==> src/rtl/alu_pkg.sv <==
// Shared ALU definitions: bus widths, opcode map, flag-bit positions.
package alu_pkg;

  localparam int unsigned BUS = 8;
  localparam int unsigned OP  = 6;

  localparam logic [OP-1:0] OP_ADD = 6'b100000;
  localparam logic [OP-1:0] OP_SUB = 6'b100010;
  localparam logic [OP-1:0] OP_AND = 6'b100100;
  localparam logic [OP-1:0] OP_OR  = 6'b100101;
  localparam logic [OP-1:0] OP_XOR = 6'b100110;
  localparam logic [OP-1:0] OP_SRA = 6'b000011;
  localparam logic [OP-1:0] OP_SRL = 6'b000010;
  localparam logic [OP-1:0] OP_NOR = 6'b100111;

  localparam int unsigned FLAG_ILLEGAL = 7;
  localparam int unsigned FLAG_ZERO    = 1;
  localparam int unsigned FLAG_CARRY   = 0;

  // Operands and opcode presented to the ALU as one unit
  typedef struct packed {
    logic [BUS-1:0] a;
    logic [BUS-1:0] b;
    logic [OP-1:0]  op;
  } alu_frame_t;

  // Full opcode byte is legal only with zero upper bits and a known low code
  function automatic logic is_legal_op(input logic [BUS-1:0] op_byte);
    logic legal;
    legal = 1'b0;
    if (op_byte[BUS-1:OP] == '0) begin
      case (op_byte[OP-1:0])
        OP_ADD, OP_SUB, OP_AND, OP_OR,
        OP_XOR, OP_SRA, OP_SRL, OP_NOR: legal = 1'b1;
        default:                        legal = 1'b0;
      endcase
    end
    return legal;
  endfunction

endpackage

==> src/rtl/alu_seq_timeout.sv <==
// Inter-byte idle counter: saturates at TIMEOUT_CYCLES and flags expiry.
module alu_seq_timeout #(
  parameter int unsigned TIMEOUT_CYCLES = 50000000
) (
  input  logic clk_i,
  input  logic reset_i,
  input  logic clear_i,
  input  logic enable_i,
  output logic expired_o
);

  localparam int unsigned CW = (TIMEOUT_CYCLES < 1) ? 1 : $clog2(TIMEOUT_CYCLES + 1);
  localparam logic [CW-1:0] LIMIT = CW'(TIMEOUT_CYCLES);

  logic [CW-1:0] count_q, count_d;
  logic          expired_q, expired_d;

  // Next count: clear wins, otherwise count up to the limit and hold there
  always_comb begin
    count_d = count_q;
    if (clear_i) begin
      count_d = '0;
    end else if (enable_i && (count_q != LIMIT)) begin
      count_d = count_q + CW'(1);
    end
    expired_d = (count_d == LIMIT);
  end

  // Counter and registered expiry flag
  always_ff @(posedge clk_i) begin
    if (reset_i) begin
      count_q   <= '0;
      expired_q <= 1'b0;
    end else begin
      count_q   <= count_d;
      expired_q <= expired_d;
    end
  end

  assign expired_o = expired_q;

endmodule

==> src/rtl/alu_rx_sequencer.sv <==
// Collects A/B/OP byte frames for the ALU and returns result and flags bytes.
module alu_rx_sequencer
  import alu_pkg::*;
#(
  parameter int unsigned TIMEOUT_CYCLES = 50000000
) (
  input  logic           clk_i,
  input  logic           reset_i,
  input  logic [BUS-1:0] rx_data_i,
  input  logic           rx_valid_i,
  output logic [BUS-1:0] alu_a_o,
  output logic [BUS-1:0] alu_b_o,
  output logic [OP-1:0]  alu_op_o,
  input  logic [BUS-1:0] alu_rdo_i,
  input  logic           alu_carry_i,
  input  logic           alu_zero_i,
  output logic [BUS-1:0] tx_data_o,
  output logic           tx_start_o,
  input  logic           tx_done_i,
  output logic           illegal_op_o,
  output logic           rx_overrun_o
);

  typedef enum logic [2:0] {
    S_WAIT_A,
    S_WAIT_B,
    S_WAIT_OP,
    S_EXEC,
    S_SEND_RES,
    S_WAIT_RES,
    S_SEND_FLG,
    S_WAIT_FLG
  } seq_state_e;

  localparam alu_frame_t FRAME_RST = '{a: '0, b: '0, op: OP_ADD};

  seq_state_e     state_q, state_d;
  alu_frame_t     frame_q, frame_d;
  logic [BUS-1:0] a_hold_q, a_hold_d;
  logic [BUS-1:0] b_hold_q, b_hold_d;
  logic [BUS-1:0] result_q, result_d;
  logic [BUS-1:0] flags_q, flags_d;
  logic [BUS-1:0] tx_data_q, tx_data_d;
  logic           tx_start_q, tx_start_d;
  logic           illegal_q, illegal_d;
  logic           overrun_q, overrun_d;

  logic           tmo_clr_c;
  logic           tmo_en_c;
  logic           tmo_exp;

  alu_seq_timeout #(
    .TIMEOUT_CYCLES(TIMEOUT_CYCLES)
  ) u_timeout (
    .clk_i    (clk_i),
    .reset_i  (reset_i),
    .clear_i  (tmo_clr_c),
    .enable_i (tmo_en_c),
    .expired_o(tmo_exp)
  );

  // Next-state and output decode
  always_comb begin
    state_d    = state_q;
    frame_d    = frame_q;
    a_hold_d   = a_hold_q;
    b_hold_d   = b_hold_q;
    result_d   = result_q;
    flags_d    = flags_q;
    tx_data_d  = tx_data_q;
    tx_start_d = 1'b0;
    illegal_d  = 1'b0;
    overrun_d  = overrun_q;
    tmo_clr_c  = 1'b0;
    tmo_en_c   = 1'b0;

    // Bytes arriving while the response is in flight are dropped
    if (rx_valid_i && (state_q != S_WAIT_A) && (state_q != S_WAIT_B) &&
        (state_q != S_WAIT_OP)) begin
      overrun_d = 1'b1;
    end

    case (state_q)
      S_WAIT_A: begin
        tmo_clr_c = 1'b1;
        if (rx_valid_i) begin
          a_hold_d = rx_data_i;
          state_d  = S_WAIT_B;
        end
      end
      S_WAIT_B: begin
        if (rx_valid_i) begin
          tmo_clr_c = 1'b1;
          b_hold_d  = rx_data_i;
          state_d   = S_WAIT_OP;
        end else if (tmo_exp) begin
          state_d = S_WAIT_A;
        end else begin
          tmo_en_c = 1'b1;
        end
      end
      S_WAIT_OP: begin
        if (rx_valid_i) begin
          tmo_clr_c = 1'b1;
          if (is_legal_op(rx_data_i)) begin
            frame_d = '{a: a_hold_q, b: b_hold_q, op: rx_data_i[OP-1:0]};
            state_d = S_EXEC;
          end else begin
            // Illegal opcode: skip the ALU and answer with a canned response
            illegal_d              = 1'b1;
            result_d               = '0;
            flags_d                = '0;
            flags_d[FLAG_ILLEGAL]  = 1'b1;
            tx_data_d              = '0;
            tx_start_d             = 1'b1;
            state_d                = S_SEND_RES;
          end
        end else if (tmo_exp) begin
          state_d = S_WAIT_A;
        end else begin
          tmo_en_c = 1'b1;
        end
      end
      S_EXEC: begin
        result_d            = alu_rdo_i;
        flags_d             = '0;
        flags_d[FLAG_ZERO]  = alu_zero_i;
        flags_d[FLAG_CARRY] = alu_carry_i;
        tx_data_d           = alu_rdo_i;
        tx_start_d          = 1'b1;
        state_d             = S_SEND_RES;
      end
      S_SEND_RES: begin
        state_d = S_WAIT_RES;
      end
      S_WAIT_RES: begin
        if (tx_done_i) begin
          tx_data_d  = flags_q;
          tx_start_d = 1'b1;
          state_d    = S_SEND_FLG;
        end
      end
      S_SEND_FLG: begin
        state_d = S_WAIT_FLG;
      end
      S_WAIT_FLG: begin
        if (tx_done_i) begin
          state_d = S_WAIT_A;
        end
      end
      default: begin
        state_d = S_WAIT_A;
      end
    endcase
  end

  // State and datapath registers
  always_ff @(posedge clk_i) begin
    if (reset_i) begin
      state_q    <= S_WAIT_A;
      frame_q    <= FRAME_RST;
      a_hold_q   <= '0;
      b_hold_q   <= '0;
      result_q   <= '0;
      flags_q    <= '0;
      tx_data_q  <= '0;
      tx_start_q <= 1'b0;
      illegal_q  <= 1'b0;
      overrun_q  <= 1'b0;
    end else begin
      state_q    <= state_d;
      frame_q    <= frame_d;
      a_hold_q   <= a_hold_d;
      b_hold_q   <= b_hold_d;
      result_q   <= result_d;
      flags_q    <= flags_d;
      tx_data_q  <= tx_data_d;
      tx_start_q <= tx_start_d;
      illegal_q  <= illegal_d;
      overrun_q  <= overrun_d;
    end
  end

  assign alu_a_o      = frame_q.a;
  assign alu_b_o      = frame_q.b;
  assign alu_op_o     = frame_q.op;
  assign tx_data_o    = tx_data_q;
  assign tx_start_o   = tx_start_q;
  assign illegal_op_o = illegal_q;
  assign rx_overrun_o = overrun_q;

endmodule

==> config.mk <==
export PLATFORM = sky130hd
export DESIGN_NAME = alu_rx_sequencer
export DESIGN_NICKNAME = d
export VERILOG_FILES = /design/src/rtl/alu_pkg.sv /design/src/rtl/alu_seq_timeout.sv /design/src/rtl/alu_rx_sequencer.sv
export SDC_FILE = /design/constraint.sdc
export NUM_CORES = 1
export LEC_CHECK = 0
export CAP_MARGIN = 40
export CORE_ASPECT_RATIO = 0.6
export CORE_MARGIN = 8
export CORE_UTILIZATION = 50
export CTS_BUF_LIST = sky130_fd_sc_hd__clkbuf_4 sky130_fd_sc_hd__clkbuf_8
export DETAILED_ROUTE_END_ITERATION = 7
export GPL_ROUTABILITY_DRIVEN = 0
export HOLD_SLACK_MARGIN = 0.02
export PLACE_DENSITY = 0.74
export SLEW_MARGIN = 0
export SYNTH_ARGS = -nofsm -noshare
export SYNTH_HDL_FRONTEND = slang
export SYNTH_HIERARCHICAL = 1
export SYNTH_SLANG_ARGS = --single-unit
==> constraint.sdc <==
create_clock -name clk_i -period 6.9 [get_ports clk_i]
set_clock_uncertainty 0.2 [all_clocks]
set_input_delay 1.38 -clock clk_i [delete_from_list [all_inputs] [get_ports clk_i]]
set_output_delay 1.38 -clock clk_i [all_outputs]
set_load 0.05 [all_outputs]
==> impl_metrics.yaml, run 1 <==
run_status:
  status: "finished, final reports clean"
die:
  die_width_um: 131.2
  coreArea_um2: 7789
  rows: 25
  start_util_pct: 51.13
  die_y_um: 85.13
  ioPinCount: 55
  die_area_um2: 11170
worst_hold_path:
  hp-class: "reg -> reg"
worst_setup_path:
  crit_path_max_fanout: 9
  path_class: "in -> reg"
  critPathArrivalTime_ns: 4.17
  crit_path_end_kind: "register"
  crit_required_ns: 6.96
  cp-start-kind: "primary input"
finish:
  diodes: 0
  postLayoutCellArea_um2: 4715
  nets: 499
  area_delta_synth_final_pct: 18.38
  drive_above_1_share_pct: 8.333
power:
  leakagePower_nw: 1.745
  seqPwrFrac_pct: 51.5
  power.switching_w: 0.0002811
  pwr-share-clk_pct: 34.9
  ir_worst_vdd_mv: 0.1496
  swShare_pct: 28.29
  combPwrFrac_pct: 13.6
  power.density_nw_per_um2: 210.7
  internal-power_w: 0.0007123
timing:
  fin_hold_ws_ns: 0.2597
  grt_setup_unrepaired: "false"
  slew_violations: 0
  finalHoldViolCount: 0
  fmax_ghz: 0.2433
  setup_tns_ns: 0
  setup_viol: 0
  slew_headroom_pct: 44.79
  period_minus_slack_ns: 4.111
  tightest_slew_ns: 0.8226
  period_share_pct: 59.58
global_routing:
  use_met3_pct: 6.486
  use_met2_pct: 23.54
  grt_max_degree: 54
  track_usage_pct: 17.09
  top_usage_layer: "met1"
  grt_use_met1_pct: 23.84
  gr-total-overflow: 0
  antenna_found_initial: 0
  grt_pass1_wl_mm: 15.69
  first_global_vias: 3078
cts:
  clk_pin_slew_ns: 0.09
  cts_buffer_depth: 2
  cts_tree: "yes"
  clk_latency_ns: 0.35
  cts_resized: 0
  cts.hold.buffers_added: 0
  postCtsSetupBuffers: 0
  cts.sinks: 82
  htreeDepth: 3
  root_buffer: "clkbuf_8"
  numCtsBuffers: 9
synth:
  synthArstFlopShare_pct: 0
  synth_cell_type_count: 66
  syn_inst: 434
  ys_warn_count: 6
  synth_nets: 458
  seq_area_frac_synth_pct: 41.22
  synth_area_per_cell_um2: 9.176
  netlist_area_um2: 3983
  yosys_most_used_dff: "dfxtp_1"
  ys_seq_elements: 82
  synth-edff-count: 0
route:
  vias_per_cell: 5.614
  vias: 3301
  post-route-drc-count: 0
  dr.pass1.iters: 5
  wl_per_cell_um: 16.07
  drtIter0Drc: 302
  ant_nets: 0
  drt-total-wl_mm: 9.448
placement:
  dpl.hpwl_mm: 7.056
  io_buffers: 54
  placed_area_um2: 4513
flow_run:
  drv_cap: 0
## synth_stat cells (all sizes together) (10+ instances only)
cell type / number / area (um^2)
mux2i: 32 / 320.3
nand4: 10 / 98.84
dfxtp: 82 / 1642
xnor2: 15 / 131.4
nor3: 10 / 72.57
clkbuf: 17 / 123.9
buf: 10 / 71.32
nor4: 10 / 83.83
nand3: 12 / 60.06
xor2: 14 / 122.6
a21oi: 25 / 125.1
nor2: 68 / 255.2
nand2: 39 / 146.4
## layout by cell type (no fill, tap or decap), types with 3 or more instances in the layout
cell,synthesis,final
mux2i_1,32,32
a22o_1,8,8
and3_1,4,4
nor3b_1,3,3
xnor2_1,15,15
nand4_1,7,7
xor2_1,14,14
dfxtp_1,82,82
nor4_1,8,8
nor2b_1,4,4
clkbuf_8,6,9
nand2_1,39,39
a21oi_1,25,25
and4_1,4,4
or2_2,3,3
o21ai_0,5,5
nor2_1,68,68
nand3_1,12,12
o21a_1,3,3
nor3_1,8,8
and2_1,5,5
clkinvlp_4,0,3
inv_1,6,6
clkdlybuf4s50_1,0,53
## final timing paths
check	start	end	slack (ns)	cells past startpoint
worst min register to register	a_hold_q[0]	a_hold_q[0]	0.26	2
worst max register to register	state_q[1]	u_timeout/expired_o	3.67	9
worst max-delay path	rx_valid_i	u_timeout/expired_o	2.79	9
worst min-delay path	a_hold_q[0]	a_hold_q[0]	0.26	2
## power groups by stage
stage / registers (W) / clock network, W / logic, W
3_3_place_gp: 0.000522 / 0 / 0.000127
4_1_cts: 0.000511 / 0.000360 / 0.000133
6_report: 0.000511 / 0.000347 / 0.000135
3_5_place_dp: 0.000522 / 0 / 0.000133
5_1_grt: 0.000514 / 0.000380 / 0.000147
2_1_floorplan: 0.000515 / 0 / 0.000104
## metal layers
layer,part of all wire [%],up-vias
met1,50,1538
met2,40,123
met4,1.2,0
met3,9.2,16
met5,0,-
li1,-,1624
## metrics by stage
| step | util, % | setup WS [ns] | power [W] | cells |
|---|---|---|---|---|
| final | 60.53 | 2.789 | 0.0009933 | 588 |
| after global routing | 60.53 | 2.674 | 0.001041 | 588 |
| after CTS | 60.53 | 2.812 | 0.001004 | 588 |
| after detailed placement | 57.94 | 2.441 | 0.0006547 | 572 |
| after global placement | 57.33 | 2.528 | 0.0006489 | 570 |
| after floorplan | - | 3.049 | 0.0006195 | 434 |
## flip-flops by register name (all words and copies together) (netlist names)
name and count:
alu_op_o 6, u_timeout/count_q 26, b_hold_q 8, tx_start_o 1
rx_overrun_o 1, alu_b_o 8, illegal_op_o 1, state_q 3
a_hold_q 8, u_timeout/expired_o 1, tx_data_o 8, alu_a_o 8
flags_q 3
## worst max-delay path, cell delays in order
cell and delay (ns):
clkdlybuf4s50_1 0.55, nor4_1 0.32, buf_4 0.22, nand4_4 0.16
or3_4 0.44, or4_4 0.53, a22oi_2 0.23, o221ai_2 0.12
nor4_2 0.22
## area by class of cell
cell class | count | area, um^2
inverters | 6 | 22.52
clock buffers | 9 | 123.9
repair buffers | 57 | 590.6
fillers | 653 | 3074
flip-flops and latches | 82 | 1642
multi-input cells | 319 | 2123
clock inverters | 7 | 77.57
well taps | 108 | 135.1
## kinds of logic (layout without fill, tap and decap cells)
family                   Yosys count  after routing  share of synthesized area, %
AO/OA/AOI/OAI                     66             66                         12.25
flip-flops                        82             82                         41.22
adder cells (fa/ha/maj)            2              2                        0.6282
multiplexers                      32             32                         8.043
AND/OR/NAND/NOR                  190            190                         26.01
XOR/XNOR                          29             29                         6.378
buffers and inverters             33             79                         5.467
Power figures use the tool's default switching activity.
==> run 2, diff against run 1 <==
--- a/config.mk
+++ b/config.mk
@@ -13,7 +13,7 @@
 export DETAILED_ROUTE_END_ITERATION = 7
 export GPL_ROUTABILITY_DRIVEN = 0
 export HOLD_SLACK_MARGIN = 0.02
-export PLACE_DENSITY = 0.74
+export PLACE_DENSITY = 0.77
 export SLEW_MARGIN = 0
 export SYNTH_ARGS = -nofsm -noshare
 export SYNTH_HDL_FRONTEND = slang
==> constraint.sdc (replaced) <==
create_clock -name clk_i -period 3.7 [get_ports clk_i]
set_clock_uncertainty 0.2 [all_clocks]
set_input_delay 0.74 -clock clk_i [delete_from_list [all_inputs] [get_ports clk_i]]
set_output_delay 0.74 -clock clk_i [all_outputs]
set_load 0.05 [all_outputs]
==> run 2 against run 1 <==
  * Sequential share of layout area shrank 0.53 points
  * Sequential power grew 83%
  * First-iteration DRC count grew 9.9%
  * Combinational power grew 110%
  * Routed wire length is essentially flat
  * Global-route usage is essentially flat
  * Setup slack lost 2.4 ns
  * Cell count grew 1.0%
  * Critical path type unchanged
  * Largest cell class unchanged
==> impl_metrics.yaml, run 2 (synthesized netlist as in run 1, its figures left out) <==
run_status:
  status: "finished, final reports clean"
placement:
  placed_area_um2: 4546
  io_buffers: 54
  dpl.hpwl_mm: 6.862
die:
  ioPinCount: 55
  start_util_pct: 51.13
  die_area_um2: 11170
  die_y_um: 85.13
  die_width_um: 131.2
  rows: 25
  coreArea_um2: 7789
route:
  vias: 3352
  wl_per_cell_um: 15.90
  met2WireLength_mm: 3.902
  wl_met1_mm: 4.521
  drt-total-wl_mm: 9.444
  post-route-drc-count: 0
  drtIter0Drc: 332
  vias_per_cell: 5.643
  top_layer_used: "met4"
  ant_nets: 0
  routed-wl-met3_um: 875
  dr.pass1.iters: 5
cts:
  cts.hold.buffers_added: 0
  htreeDepth: 3
  postCtsSetupBuffers: 0
  cts.sinks: 82
  cts_resized: 0
  numCtsBuffers: 9
  root_buffer: "clkbuf_8"
  cts_buffer_depth: 2
  clk_pin_slew_ns: 0.09
  clk_latency_ns: 0.36
  cts_tree: "yes"
finish:
  final_cell_mix: "dfxtp_1, nor2_1, clkdlybuf4s50_1, nand2_1, mux2i_1"
  diodes: 0
  largest_register_ffs: 26
  postLayoutCellArea_um2: 4787
  layout_commonest_cell: "dfxtp_1"
  regMostFlops: "u_timeout/count_q"
  drive_above_1_share_pct: 9.465
  area_delta_synth_final_pct: 20.20
  nets: 505
worst_setup_path:
  path_class: "in -> reg"
  max_stage_delay_ns: 0.53
  crit_path_max_fanout: 8
  crit_required_ns: 3.78
  r2r_start: "state_q[2]"
  critPathLaunch: "rx_valid_i"
  critPathSlowestCell: "or4_4"
  crit_path_end_kind: "register"
  path_delay_family: "simple AND/OR/NAND/NOR gates"
  crit_buf_inv: 2
  critPathArrivalTime_ns: 3.36
  cp-start-kind: "primary input"
  path_cells: "clkdlybuf4s50_1 > nor4_1 > buf_4 > nand4_4 > or3_4 > or4_4 > a22oi_2 > o221ai_2 > nor4_2"
global_routing:
  gr-total-overflow: 0
  grt_max_degree: 55
  antenna_found_initial: 0
  first_global_vias: 3092
  track_usage_pct: 17.06
  grt_pass1_wl_mm: 15.66
timing:
  fmax_ghz: 0.3049
  period_share_pct: 88.63
  setup_tns_ns: 0
  slew_headroom_pct: 61.37
  setup_viol: 0
  tightest_slew_ns: 0.5776
  grt_setup_unrepaired: "false"
  period_minus_slack_ns: 3.279
  slew_violations: 0
  finalHoldViolCount: 0
power:
  ir_worst_vdd_mv: 0.2586
  combPwrFrac_pct: 14.1
  pwr-share-clk_pct: 39.0
  internal-power_w: 0.001469
  swShare_pct: 26.34
  power.switching_w: 0.0005253
  seqPwrFrac_pct: 46.8
  leakagePower_nw: 1.788
  power.density_nw_per_um2: 416.6
flow_run:
  drv_cap: 0
worst_hold_path:
  hold_start: "a_hold_q[0]"
  hp-class: "reg -> reg"
[run 2: cell types whose count changed in the layout (fill, tap and decap cells not counted), sizes merged]
cell | previous run | this run
inv | 7 | 6
clkinv | 2 | 1
bufinv | 1 | 3
buf | 4 | 10
[run 2: through the flow]
stage	cells	utilization (%)	setup WS [ns]	power, W	hold WS [ns]
2_1_floorplan	434	-	0.4893	0.001155	0.2357
3_3_place_gp	577	58.01	0.1153	0.001224	0.2413
3_5_place_dp	578	58.36	0.05365	0.001232	0.2461
4_1_cts	594	61.46	0.4336	0.002007	0.2584
5_1_grt	594	61.46	0.2952	0.002079	0.2793
6_report	594	61.46	0.4205	0.001994	0.2579
[run 2: cell type report]
type | instances | area, um^2
Clock buffer | 9 | 123.9
Clock inverter | 7 | 117.6
Fill cell | 640 | 3002
Inverter | 6 | 22.52
Multi-Input combinational cell | 319 | 2123
Sequential cell | 82 | 1642
Tap cell | 108 | 135.1
Timing Repair Buffer | 63 | 623.1
[run 2: path summary, 6_finish.rpt]
check	end	slack [ns]	cells past startpoint
max	u_timeout/expired_o	0.42	9
min	a_hold_q[0]	0.26	2
max reg2reg	u_timeout/expired_o	0.71	8
min reg2reg	a_hold_q[0]	0.26	2
[run 2: per-layer routing]
layer | vias up | global-route usage [%]
li1 | 1623 | -
met1 | 1577 | 23.08
met2 | 137 | 23.91
met3 | 15 | 6.604
met4 | 0 | 5.975
met5 | - | 0
[run 2: power groups by stage]
stage                     clock network [W]  logic, W  registers (W)
after floorplan                           0  0.000194       0.000961
after global placement                    0  0.000271       0.000953
after detailed placement                  0  0.000277       0.000954
after CTS                          0.000793  0.000279       0.000934
after global routing               0.000832  0.000307       0.000939
final                              0.000778  0.000282       0.000934
[run 2: worst register-to-register path: cells and delay by family (launching register included)]
family,cells,cell delay (ns)
flip-flops,1,0.46
AO/OA/AOI/OAI,2,0.37
buffers and inverters,1,0.22
AND/OR/NAND/NOR,5,1.66
==> run 3, diff against run 2 <==
--- a/config.mk
+++ b/config.mk
@@ -7,13 +7,12 @@
 export LEC_CHECK = 0
 export CAP_MARGIN = 40
 export CORE_ASPECT_RATIO = 0.6
-export CORE_MARGIN = 8
-export CORE_UTILIZATION = 50
-export CTS_BUF_LIST = sky130_fd_sc_hd__clkbuf_4 sky130_fd_sc_hd__clkbuf_8
+export CORE_MARGIN = 1
+export CORE_UTILIZATION = 49
 export DETAILED_ROUTE_END_ITERATION = 7
 export GPL_ROUTABILITY_DRIVEN = 0
 export HOLD_SLACK_MARGIN = 0.02
-export PLACE_DENSITY = 0.77
+export PLACE_DENSITY = 0.75
 export SLEW_MARGIN = 0
 export SYNTH_ARGS = -nofsm -noshare
 export SYNTH_HDL_FRONTEND = slang
==> run 3 against run 2 <==
  * Clock power rose by 11%
  * Largest cell class unchanged
  * Count of clock-buffer cells in the layout unchanged
  * Power rose by 4.4%
  * Setup slack about the same
  * Cell area increased by 0.78%
  * Critical path type unchanged
  * Critical path depth is the same
  * Die area fell by 24%
  * Register-to-register slack better by 0.02 ns
==> impl_metrics.yaml, run 3 (synthesized netlist as in run 1, its figures left out) <==
run_status:
  status: "finished, final reports clean"
timing:
  setup_viol: 0
  slew_violations: 0
  period_minus_slack_ns: 3.279
  slew_headroom_pct: 57.84
  setup_tns_ns: 0
  tightest_slew_ns: 0.6281
  fmax_ghz: 0.3050
  grt_setup_unrepaired: "false"
  finalHoldViolCount: 0
  period_share_pct: 88.62
die:
  start_util_pct: 50.52
  die_y_um: 71.83
  die_area_um2: 8504
  ioPinCount: 55
  rows: 25
  die_width_um: 118.4
  coreArea_um2: 7883
cts:
  cts.sinks: 82
  cts.hold.buffers_added: 0
  htreeDepth: 3
  clk_latency_ns: 0.34
  cts_tree: "yes"
  postCtsSetupBuffers: 0
  cts_buffer_depth: 2
  numCtsBuffers: 9
  root_buffer: "clkbuf_16"
  cts_resized: 0
  clk_pin_slew_ns: 0.06
worst_setup_path:
  max_stage_delay_ns: 0.53
  cp-start-kind: "primary input"
  path_class: "in -> reg"
  critPathSlowestCell: "or4_4"
  crit_required_ns: 3.75
  path_cells: "clkdlybuf4s50_1 > nor4_1 > buf_4 > nand4_4 > or3_4 > or4_4 > a22oi_2 > o221ai_2 > nor4_2"
  crit_path_max_fanout: 8
  critPathArrivalTime_ns: 3.33
  path_delay_family: "simple AND/OR/NAND/NOR gates"
  crit_path_end_kind: "register"
  crit_buf_inv: 2
finish:
  final_util_pct: 61.21
  diodes: 0
  regMostFlops: "u_timeout/count_q"
  nets: 506
  layout_commonest_cell: "dfxtp_1"
  final_cell_mix: "dfxtp_1, nor2_1, clkdlybuf4s50_1, nand2_1, mux2i_1"
  largest_register_ffs: 26
  drive_above_1_share_pct: 9.465
  area_delta_synth_final_pct: 21.14
route:
  ant_nets: 0
  vias: 3384
  wl_per_cell_um: 15.88
  vias_per_cell: 5.697
  dr.pass1.iters: 5
  post-route-drc-count: 0
  drt-total-wl_mm: 9.432
  drtIter0Drc: 372
global_routing:
  first_global_vias: 2899
  grt_max_degree: 55
  track_usage_pct: 23.03
  antenna_found_initial: 0
  gr-total-overflow: 0
  grt_pass1_wl_mm: 15.12
placement:
  dpl.hpwl_mm: 6.769
  io_buffers: 54
power:
  ir_worst_vdd_mv: 0.2015
  finalPower_w: 0.002082
  leakagePower_nw: 1.819
  power.density_nw_per_um2: 431.5
worst_hold_path:
  hp-class: "reg -> reg"
flow_run:
  drv_cap: 0
run 3: changes by cell type in the layout (fill, tap and decap cells not counted):
cell        before  now
clkbuf_8         9    0
clkinvlp_4       3    0
clkinv_4         0    1
buf_8            0    1
buf_4            8    9
buf_16           1    0
bufinv_16        3    1
clkinv_2         1    4
clkbuf_16        0    9
run 3: per-layer routing:
metal  up-vias  wire length, um  global-route usage, %  share of wire [%]
li1       1630                -                      -                  -
met1      1565             4596                  34.57                 49
met2       171             3706                  30.59                 39
met3        18              993                  7.723                 11
met4         0              136                  6.751                1.4
met5         -                0                      0                  0
run 3: through the flow:
stage,area (um^2),instances,hold WS (ns),worst slack (ns)
2_1_floorplan,3983,434,0.2357,0.4893
3_3_place_gp,4526,578,0.2432,0.1700
3_5_place_dp,4541,579,0.2536,0.08377
4_1_cts,4825,594,0.2625,0.4448
5_1_grt,4825,594,0.2890,0.3102
6_report,4825,594,0.2623,0.4210
run 3: layout make-up:
cell class	instances	area, um^2
fill	706	3058
multi-input combinational	319	2123
sequential	82	1642
timing repair buffer	64	618.1
clock buffer	9	225.2
tap	108	135.1
clock inverter	6	58.81
inverter	6	22.52
run 3: power by group:
group          switching (W)  leakage, nW  internal (W)
clock network       0.000348        0.145      0.000515
logic               0.000173         1.01      0.000110
registers          0.0000223        0.663      0.000914
run 3: final timing paths:
kind / start / slack [ns] / end / depth (start not counted)
min: a_hold_q[3] / 0.26 / a_hold_q[3] / 2
max reg2reg: state_q[1] / 0.73 / u_timeout/expired_o / 10
min reg2reg: a_hold_q[3] / 0.26 / a_hold_q[3] / 2
max: rx_valid_i / 0.42 / u_timeout/expired_o / 9
run 3: tightest hold or removal path, delay by kind of cell (launching register included):
family	cells	cell delay, ns
DFF	1	0.31
and+or+nand+nor	1	0.05
AOI/OAI and AO/OA	1	0.05
